==> config.mk <==
export PLATFORM = sky130hd
export DESIGN_NAME = mux_sel_arbiter
export DESIGN_NICKNAME = d
export VERILOG_FILES = /design/src/rtl/mux_sel_arbiter.sv
export SDC_FILE = /design/constraint.sdc
export NUM_CORES = 1
export LEC_CHECK = 0
export BUFFER_PORTS_ARGS = -buffer_cell sky130_fd_sc_hd__buf_2
export CORE_MARGIN = 5
export CORE_UTILIZATION = 47
export CTS_CLUSTER_DIAMETER = 80
export DETAILED_ROUTE_END_ITERATION = 10
export GPL_TIMING_DRIVEN = 0
export HOLD_SLACK_MARGIN = 0.05
export PLACE_DENSITY = 0.7
export SLEW_MARGIN = 25
export SYNTH_ARGS = -nofsm -noshare
export SYNTH_HDL_FRONTEND = slang
export SYNTH_SLANG_ARGS = --single-unit
==> constraint.sdc <==
create_clock -name clk -period 5.4 [get_ports clk]
set_input_delay 1.08 -clock clk [delete_from_list [all_inputs] [get_ports clk]]
set_output_delay 1.08 -clock clk [all_outputs]
set_load 0.05 [all_outputs]
==> src/rtl/mux_sel_arbiter.sv <==
// mux_sel_arbiter: round-robin arbiter for a 4:1 channel mux.
// Grants one requesting channel at a time and holds it for up to
// BURST_LEN accepted transfers. A transfer is a cycle with
// out_valid=1 and out_ready=1. out_valid is asserted whenever a grant
// is held, and it does not depend on out_ready. The consumer may hold
// out_ready low for any length of time. While it does so, the grant,
// sel and beat remain frozen.
// At release, priority rotates to the channel after the released one.
module mux_sel_arbiter #(
    parameter int BURST_LEN = 4
) (
    input  logic       clk,
    input  logic       rst_n,
    input  logic [3:0] req,
    input  logic       out_ready,
    output logic [1:0] sel,
    output logic [3:0] grant,
    output logic       out_valid,
    output logic [7:0] beat
);

    typedef enum logic {
        IDLE  = 1'b0,
        GRANT = 1'b1
    } state_t;

    localparam logic [7:0] LAST_BEAT = 8'(BURST_LEN - 1);

    state_t     state, state_next;
    logic [1:0] ptr, ptr_next;
    logic [1:0] sel_next;
    logic [3:0] grant_next;
    logic       valid_next;
    logic [7:0] beat_next;

    logic [1:0] search_base;
    logic [1:0] win_idx;
    logic       any_req;
    logic       xfer;
    logic       release_now;

    // The search starts at ptr when idle. At a release it starts one past
    // the released channel, because ptr is updated in that same cycle.
    always_comb begin
        search_base = (state == GRANT) ? sel + 2'd1 : ptr;
        any_req     = |req;
        xfer        = (state == GRANT) && out_ready;
        release_now = xfer && ((beat == LAST_BEAT) || !req[sel]);
    end

    // Round-robin winner search. Offsets are scanned from highest to lowest,
    // so the lowest offset from search_base is the one left assigned.
    always_comb begin
        win_idx = search_base;
        for (int i = 3; i >= 0; i--) begin
            if (req[search_base + 2'(i)]) begin
                win_idx = search_base + 2'(i);
            end
        end
    end

    // Next-state and next-output logic. By default every register holds its value.
    always_comb begin
        state_next = state;
        ptr_next   = ptr;
        sel_next   = sel;
        grant_next = grant;
        valid_next = out_valid;
        beat_next  = beat;
        case (state)
            IDLE: begin
                if (any_req) begin
                    state_next = GRANT;
                    sel_next   = win_idx;
                    grant_next = 4'b0001 << win_idx;
                    valid_next = 1'b1;
                    beat_next  = 8'd0;
                end
            end
            GRANT: begin
                if (release_now) begin
                    ptr_next  = sel + 2'd1;
                    beat_next = 8'd0;
                    if (any_req) begin
                        sel_next   = win_idx;
                        grant_next = 4'b0001 << win_idx;
                    end else begin
                        state_next = IDLE;
                        grant_next = 4'b0000;
                        valid_next = 1'b0;
                    end
                end else if (xfer) begin
                    beat_next = beat + 8'd1;
                end
            end
            default: begin
                state_next = IDLE;
                grant_next = 4'b0000;
                valid_next = 1'b0;
                beat_next  = 8'd0;
            end
        endcase
    end

    // State and output registers, cleared asynchronously by reset.
    always_ff @(posedge clk or negedge rst_n) begin
        if (!rst_n) begin
            state     <= IDLE;
            ptr       <= 2'd0;
            sel       <= 2'd0;
            grant     <= 4'b0000;
            out_valid <= 1'b0;
            beat      <= 8'd0;
        end else begin
            state     <= state_next;
            ptr       <= ptr_next;
            sel       <= sel_next;
            grant     <= grant_next;
            out_valid <= valid_next;
            beat      <= beat_next;
        end
    end

endmodule
==> impl_metrics.yaml, run 1 <==
worst_setup_path:
  crit_cells: 6
  reg2reg_slack_ps: 2990
  cp.required_ps: 5600
  path_max_fanout: 9
  critPathBufInv: 1
  setup.worst_path.end_class: "register"
  worstRegToRegCells: 6
  cp_cell_sequence: "buf_2 > mux4_2 > o41ai_2 > nand3_2 > a21oi_4 > mux2_4"
  cp_slowest_cell: "mux4_2"
  max_stage_delay_ps: 480
  cp.arrival_ps: 2670
  critical_path.top_delay_family: "multiplexers"
  worst-setup-path-type: "in2reg"
  worst_setup_path_start_kind: "input pin"
clocking:
  cts_resized: 0
  clk_latency_ps: 300
  postCtsSetupRepairBufs: 0
  cts.sinks: 18
  htreeDepth: 1
  cts_tree: "done"
  numCtsBuffers: 3
  root_buffer: "clkbuf_4"
  clk_pin_slew_ps: 100
  holdBufCountCts: 0
  ctsLongestPathBuffers: 2
sta:
  rsz0062_at_grt: "false"
  hold_viol: 0
  period_share_pct: 45.83
  maxSlewHeadroom_pct: 40.39
  finalCriticalPeriod_ps: 2475
  timing.hold.ws_ps: 491.5
  worst_clock_skew_ps: 1.735
  tightest_slew_ps: 885.9
  setup-tns-final_ps: 0
  maxSlewViolCount: 0
  max_freq_mhz: 404.1
  setup_viol_count_final: 0
synth:
  synth_ff_type: "dfrtp_1"
  yosysWarningCount: 0
  synthArstFlopShare_pct: 100.0
  synth_seq_cells: 18
  synth.distinct_cells: 36
  synth_nets: 109
  syn_avg_cell_area_um2: 10.10
  yosysSeqAreaShare_pct: 44.17
  synthCells: 101
  synth-edff-count: 0
  synth_area_um2: 1020
floorplan:
  die_w_um: 56.58
  die_y_um: 56.58
  placementRows: 16
  dieArea_um2: 3201
  num_io_pins: 22
  start_util_pct: 50.43
  core_area_um2: 2022
final_layout:
  instances_no_fill: 153
  num-fill-cells: 185
  final_common_cell: "buf_2"
  area_growth_syn_to_layout_pct: 17.18
  multiInputGateArea_um2: 553.0
  drive_above_1_share_pct: 27.78
  fin_nets: 135
  finish.utilization_pct: 59.10
  regArea_um2: 450.4
  insertedDiodeCount: 0
  layout_common_cells: "buf_2, dfrtp_1, nand2_1"
global_routing:
  antenna_found_initial: 0
  grt_overflow_total: 0
  grt_pass1_wl_mm: 3.933
  grt_pass1_vias: 819
  grtUsageTotal_pct: 15.82
  grt_max_degree: 19
routing:
  drtAntennaViolNets: 0
  drc: 0
  wl_mm: 2.257
  wl_met2_mm: 1.020
  drtIter0Drc: 30
  highest_layer: "met4"
  wl_met1_mm: 1.095
  wl_per_cell_um: 14.75
  dr_wl_met3_um: 98
  firstDrtPassIters: 4
  avgViaCountPerCell: 5.608
  via_count: 858
power:
  p_leak_uw: 0.0005853
  peakVddDrop_v: 0.0003621
  power.density_nw_per_um2: 552.6
place:
  placed_cells: 149
  post-dp-hpwl_mm: 1.705
  portBuffers: 21
  place_congestion: 0.8231
worst_hold_path:
  hold_path_class: "reg2reg"
  hold_depth: 2
status:
  status: "finished clean"
flow_run:
  maxCapViolCount: 0
## synthesized netlist by cell type (all sizes together) (2+ instances only)
library cell	n	area, um^2
nand2	13	48.80
nand4	3	18.77
o21ai	7	35.03
dfrtp	18	450.4
mux2i	3	30.03
a32o	4	40.04
nand3	4	25.02
xor2	6	52.55
nor2	9	33.78
mux2	3	41.29
o211ai	2	15.01
a21oi	4	31.28
nand2b	2	12.51
and3	3	20.02
inv	3	11.26
## metal layers
metal	global-route usage, %	vias to the layer above
li1	-	427
met1	21.39	410
met2	22.94	16
met3	4.817	5
met4	7.119	0
met5	0	-
## sequential cells by signal, indices dropped and copies added (netlist names)
register	flops
out_valid	1
sel	2
beat	8
grant	4
state	1
ptr	2
## final timing paths
path                              start  endpoint
worst max-delay path             req[2]    sel[1]
worst min-delay path             ptr[0]    ptr[0]
worst max register to register  beat[1]    sel[1]
worst min register to register   ptr[0]    ptr[0]
max in group asynchronous         rst_n   beat[2]
min in group asynchronous         rst_n    ptr[0]
## tightest hold or removal path: cells and delay by family, from the launching register on
kind / cells / cell delay (ps)
and+or+nand+nor: 1 / 50
AOI/OAI and AO/OA: 1 / 60
DFF: 1 / 360
## power by group
group	switching, uW	total (uW)	internal, uW	leakage (uW)
Clock	42.9	84.1	41.2	0.0000210
Sequential	41.3	216	175	0.000228
Combinational	238	360	123	0.000336
## cells by family (layout without fill, tap and decap cells)
kind of cell | after synthesis | count (layout) | synth area share [%]
simple gates | 41 | 41 | 20.37
compound gates | 24 | 24 | 18.28
flops | 18 | 18 | 44.17
mux | 7 | 7 | 9.202
xor+xnor | 6 | 6 | 5.153
buf+inv | 4 | 29 | 1.595
fa+ha+maj | 1 | 1 | 1.227
## through the flow
step                      total power, uW  cell area [um^2]  setup WS, ps
after floorplan                     495.5              1020          2875
after global placement              571.2              1159          2636
after detailed placement            578.4              1159          2622
after CTS                           664.0              1195          2942
after global routing                706.0              1195          2842
final                               660.3              1195          2925
## area by class of cell
type | count | area share [%]
plain buffers | 1 | 0.4188
clock buffers | 4 | 3.037
flip-flops and latches | 18 | 37.70
inverters | 3 | 0.9424
well taps | 27 | 2.827
repair buffers | 21 | 8.796
multi-input cells | 79 | 46.28
Power figures use the tool's default switching activity.
==> run 2: changes to the inputs <==
- ABC_AREA: default -> 1
- PLACE_DENSITY: 0.7 -> 0.72
- clock period: 5.4 -> 2.2 ns (I/O delays scaled with it)
==> run 2 against run 1 <==
Net effect:
- clock skew decreased by 0.54 ps
- area after synthesis increased by 14%
- critical path depth grew 8
- clock-buffer cell count fell by 1
- combinational power rose to 3.8 times the previous value
- global-route usage rose by 1.6 points
- synthesized cell count up 65%
- core utilization down 4.5 points
- flip-flop and latch count unchanged
- design area increased by 11%
- via count up 41%
- critical path type is now reg2reg
- wire length rose by 20%
==> impl_metrics.yaml, run 2 <==
status:
  status: "finished clean"
floorplan:
  die_w_um: 59.76
  dieArea_um2: 3571
  die_y_um: 59.76
  start_util_pct: 47.84
  placementRows: 18
  core_area_um2: 2432
  num_io_pins: 22
worst_setup_path:
  setup.worst_path.end_class: "register"
  r2r-end: "grant[3]"
  reg2reg_slack_ps: 350
  path_max_fanout: 9
  cp_cell_sequence: "inv_2 > nand2_1 > nand2_2 > nand2_1 > nand2_1 > clkinv_1 > nand2_1 > nand2_1 > nor2_1 > nand2_1 > nand2_1 > nand2_2 > nand4_1 > nand2_1"
  endpoint: "grant[3]"
  max_stage_delay_ps: 450
  worst_setup_path_start_kind: "register"
  worst-setup-path-type: "reg2reg"
  worstRegToRegCells: 14
  cp.arrival_ps: 2040
  crit_start: "sel[0]"
  regToRegStartpoint: "sel[0]"
  cp_slowest_cell: "dfrtp_1"
  cp_common_cell: "nand2_1"
  cp.required_ps: 2390
synth:
  synth-edff-count: 0
  synth_commonest_cells: "nand2_1, nand3_1, dfrtp_1, inv_1, o21ai_0"
  synth_seq_cells: 18
  synth_ff_type: "dfrtp_1"
  syn_avg_cell_area_um2: 6.968
  yosysSeqAreaShare_pct: 38.71
  synth.distinct_cells: 23
  post-synth-top-area-cell: "dfrtp_1"
  synth_nets: 175
  yosysWarningCount: 0
  synthArstFlopShare_pct: 100.0
  synth_top_cell_area_share_pct: 38.71
  synthTopCellsByArea: "dfrtp_1, nand2_1, nand3_1"
  yosys.cell_count.top_type: "nand2_1"
  synthCells: 167
  synth_area_um2: 1164
sta:
  finalCriticalPeriod_ps: 1854
  setup-tns-final_ps: 0
  maxSlewHeadroom_pct: 72.67
  rsz0062_at_grt: "false"
  maxSlewViolCount: 0
  worst_clock_skew_ps: 1.194
  max_freq_mhz: 539.4
  tightest_slew_ps: 410.0
  period_share_pct: 84.27
  setup_viol_count_final: 0
  hold_viol: 0
flow_run:
  maxCapViolCount: 0
clocking:
  holdBufCountCts: 0
  clk_latency_ps: 290
  postCtsSetupRepairBufs: 0
  cts_resized: 0
  htreeDepth: 1
  numCtsBuffers: 3
  cts.sinks: 18
  cts_tree: "done"
  root_buffer: "clkbuf_4"
  clk_pin_slew_ps: 100
  ctsLongestPathBuffers: 2
global_routing:
  grt_overflow_total: 0
  gr-usage-met2_pct: 29.17
  grtUsageTotal_pct: 17.40
  grt_pass1_wl_mm: 4.857
  busiest_layer: "met2"
  antenna_found_initial: 0
  grt_util_met1_pct: 22.28
  use_met3_pct: 1.512
  grt_pass1_vias: 1173
  grt_max_degree: 19
routing:
  drc: 0
  drtAntennaViolNets: 0
  wl_per_cell_um: 12.23
  firstDrtPassIters: 4
  avgViaCountPerCell: 5.475
  wl_mm: 2.702
  drtIter0Drc: 61
  via_count: 1210
power:
  peakVddDrop_v: 0.0008325
  power.density_nw_per_um2: 1535
  p_leak_uw: 0.0007512
final_layout:
  area_growth_syn_to_layout_pct: 14.19
  top_regs: "beat x8, grant x4"
  largest_register: "beat"
  largest_reg_flops: 8
  fin_nets: 201
  num-fill-cells: 247
  insertedDiodeCount: 0
  finish.utilization_pct: 54.63
  drive_above_1_share_pct: 19.37
  layout_common_cells: "nand2_1, nand3_1, buf_2"
  final_common_cell: "nand2_1"
place:
  portBuffers: 21
  place_congestion: 0.8846
  post-dp-hpwl_mm: 2.111
worst_hold_path:
  hold_path_class: "in2async"
==> run 2: cell count changes in the layout (fill, tap and decap cells not counted), moves of 3 or more <==
cell and change:
nand2_1 +40, nand3_1 +19, inv_1 +15, nand2_2 +5, nor3_1 +5, xor2_1 -5
a21oi_1 +4, a32o_1 -4, mux2i_1 -3, o21ai_0 +3
==> run 2: worst min-delay path by stage <==
stage / endpoint / start / slack, ps / cells past startpoint
2_1_floorplan: beat[0] / rst_n / 140 / 0
6_report: beat[0] / rst_n / 60 / 1
3_3_place_gp: beat[1] / rst_n / 380 / 1
3_5_place_dp: beat[0] / rst_n / 400 / 1
4_1_cts: beat[0] / rst_n / 70 / 1
5_1_grt: beat[0] / rst_n / 80 / 1
==> run 2: cell type report <==
class                   count  area (um^2)  share of cell area [%]
multi-input cells         128        634.4                   47.74
well taps                  30        37.54                   2.825
repair buffers             21        105.1                   7.910
clock buffers               3        22.52                   1.695
inverters                  21        78.83                   5.932
flip-flops and latches     18        450.4                   33.90
==> run 2: critical path: cells and delay by family, from the launching register on <==
kind,cells,cell delay [ps]
AND/OR/NAND/NOR,12,1060
flip-flops,1,450
buffers and inverters,2,240
==> run 2: stage by stage <==
stage                     total power (uW)  setup slack (ps)  hold WS, ps  cell area, um^2  cells
final                                 2039             346.1        60.63             1329    221
after global routing                  2255             147.6        75.10             1329    221
after CTS                             2045             370.1        74.86             1329    221
after detailed placement              1879             381.1        400.1             1306    218
after global placement                1846             423.7        384.5             1306    218
after floorplan                       1595             352.2        144.4             1164    167
==> run 2: routing by layer <==
layer	up-vias	part of all wire [%]
li1	602	-
met1	566	46
met2	34	48
met3	8	3.9
met4	0	2.0
met5	-	0
==> run 2: power by group <==
group | total (uW) | switching (uW) | internal, uW
combinational | 1350 | 974 | 375
clock | 163 | 99.5 | 63.8
sequential | 528 | 92.8 | 435
==> run 2: logic make-up after synthesis <==
logic type	Yosys count	share of synthesized area, %
xor+xnor	1	0.7528
flops	18	38.71
simple gates	104	41.51
fa+ha+maj	1	1.075
compound gates	22	11.18
buf+inv	21	6.774
==> run 3: changes to the inputs <==
- ABC_AREA: 1 -> 0
- PLACE_DENSITY: 0.72 -> 0.7
- clock period: 2.2 -> 1.8 ns (I/O delays scaled with it)
==> run 3 against run 2 <==
Net effect:
- the flow now finishes with violations (setup timing)
- non-clock buffer count increased by 10
- flip-flop and latch count is the same
- design area fell by 1.6%
- wire length fell by 12%
- setup slack worse by 650 ps
- sequential share of layout area increased by 0.84 points
- sequential power increased by 21%
- critical path depth decreased by 8
- clock power up 31%
- final cell count decreased by 27%
- global-route usage decreased by 1.6 points
==> impl_metrics.yaml, run 3 (same netlist as run 1, synthesis figures left out) <==
sta:
  rsz0062_at_grt: "true"
  finalCriticalPeriod_ps: 2104
  period_share_pct: 116.9
  tightest_slew_ps: 1259
  timing.hold.ws_ps: 439.7
  worst_clock_skew_ps: 14.61
  setup_slack_ps: -303.7
  max_freq_mhz: 475.3
  setup_viol_count_final: 16
  maxSlewHeadroom_pct: 15.29
  hold_viol: 0
  maxSlewViolCount: 0
clocking:
  clk_pin_slew_ps: 110
  htreeDepth: 1
  cts.sinks: 18
  cts_tree: "done"
  clk_latency_ps: 300
  numCtsBuffers: 3
  ctsLongestPathBuffers: 2
  root_buffer: "clkbuf_4"
worst_setup_path:
  critPathBufInv: 0
  cp_cell_sequence: "ha_4 > or4b_4 > o41ai_4 > nand3_2 > a21oi_4 > mux2_4"
  setup.worst_path.end_class: "register"
  worstRegToRegCells: 6
  cp.required_ps: 1980
  regToRegStartpoint: "beat[0]"
  worst-setup-path-type: "reg2reg"
  cp_slowest_cell: "or4b_4"
  crit_cells: 6
  crit_start: "beat[0]"
  cp.arrival_ps: 2280
  reg2reg_slack_ps: -300
  critical_path.top_delay_family: "simple AND/OR/NAND/NOR gates"
  r2r-end: "sel[1]"
  worst_setup_path_start_kind: "register"
  max_stage_delay_ps: 460
  path_max_fanout: 3
  endpoint: "sel[1]"
place:
  post-dp-hpwl_mm: 1.673
  place_congestion: 0.8115
  place_area_um2: 1175
  portBuffers: 21
routing:
  drtAntennaViolNets: 0
  firstDrtPassIters: 4
  drc: 0
  wl_per_cell_um: 14.72
  avgViaCountPerCell: 5.593
  wl_mm: 2.385
  drtIter0Drc: 23
  via_count: 906
final_layout:
  area_growth_syn_to_layout_pct: 28.22
  multiInputGateArea_um2: 594.3
  final_common_cell: "buf_2"
  regArea_um2: 454.2
  drive_above_1_share_pct: 36.30
  finish.utilization_pct: 64.67
  largest_reg_flops: 8
  layout_common_cells: "buf_2, dfrtp_1, nand2_1"
  final_area_um2: 1308
  fin_nets: 144
  largest_register: "beat"
  num-fill-cells: 179
  insertedDiodeCount: 0
  top_regs: "beat x8, grant x4"
global_routing:
  busiest_layer: "met2"
  gr-usage-met2_pct: 25.41
  grt_pass1_wl_mm: 4.077
  use_met3_pct: 2.523
  grt_overflow_total: 0
  grtUsageTotal_pct: 15.84
  grt_pass1_vias: 903
  grt_max_degree: 19
  antenna_found_initial: 0
  grt_util_met1_pct: 21.76
power:
  p_leak_uw: 0.0006219
  power.density_nw_per_um2: 1619
  peakVddDrop_v: 0.001020
floorplan:
  die_y_um: 56.58
  num_io_pins: 22
  dieArea_um2: 3201
  core_area_um2: 2022
  placementRows: 16
  start_util_pct: 50.43
  die_w_um: 56.58
status:
  violations: "setup timing"
  status: "finished with violations"
flow_run:
  maxCapViolCount: 0
worst_hold_path:
  hold_path_class: "in2reg"
run 3: cell types whose count changed in the layout (fill, tap and decap cells not counted), sizes merged, moves of 5 or more:
cell	delta
nand2	-46
nand3	-20
inv	-17
buf	+9
nor3	-5
xor2	+5
run 3: metrics by stage:
step | power [uW] | worst slack (ps) | setup TNS (ps) | std cells
global placement | 1737 | -465.6 | -4137 | 149
floorplan | 1506 | -513.7 | -4780 | 101
global route | 2258 | -346.3 | -4333 | 162
finish | 2117 | -303.7 | -3088 | 162
CTS | 2080 | -256.0 | -2877 | 161
detailed placement | 1764 | -469.9 | -4060 | 149
run 3: worst min-delay path: cells and delay by family:
family        cells  cell delay (ps)
simple gates      2              240
buf+inv           1              120
run 3: how the worst min path moves through the flow:
stage            from      end  slack (ps)  depth (start not counted)
2_1_floorplan   rst_n  beat[0]          60                          0
4_1_cts        req[3]    state         410                          3
3_3_place_gp    rst_n   ptr[1]         310                          1
6_report       req[3]    state         440                          3
5_1_grt        req[3]    state         460                          3
3_5_place_dp    rst_n   ptr[1]         310                          1
run 3: layout make-up:
cell class                 instances  area share, %
buffer                             1         0.3828
clock buffer                       4          2.010
inverter                           3         0.8612
multi-input combinational         79          45.45
sequential                        18          34.74
tap                               27          2.584
timing repair buffer              30          13.97
run 3: repair_timing:
action | in CTS | in global routing
endpoints found under the hold margin | 18 | 0
setup buffers | 7 | 1
resized for setup | 2 | 7
hold buffers | 1 | 0
pin swaps | 2 | 7
cloned | 0 | 0
endpoints found under the setup margin | 17 | 17
run 3: power by group:
group          switching, uW  internal, uW
clock                    127          86.2
sequential               107           530
combinational            780           488
total                   1010          1100
run 3: per-layer routing:
layer / wire (um) / part of all wire, %
met1: 1077 / 45
met5: 0 / 0
met2: 1219 / 51
met4: 10 / 0.42
met3: 77 / 3.2
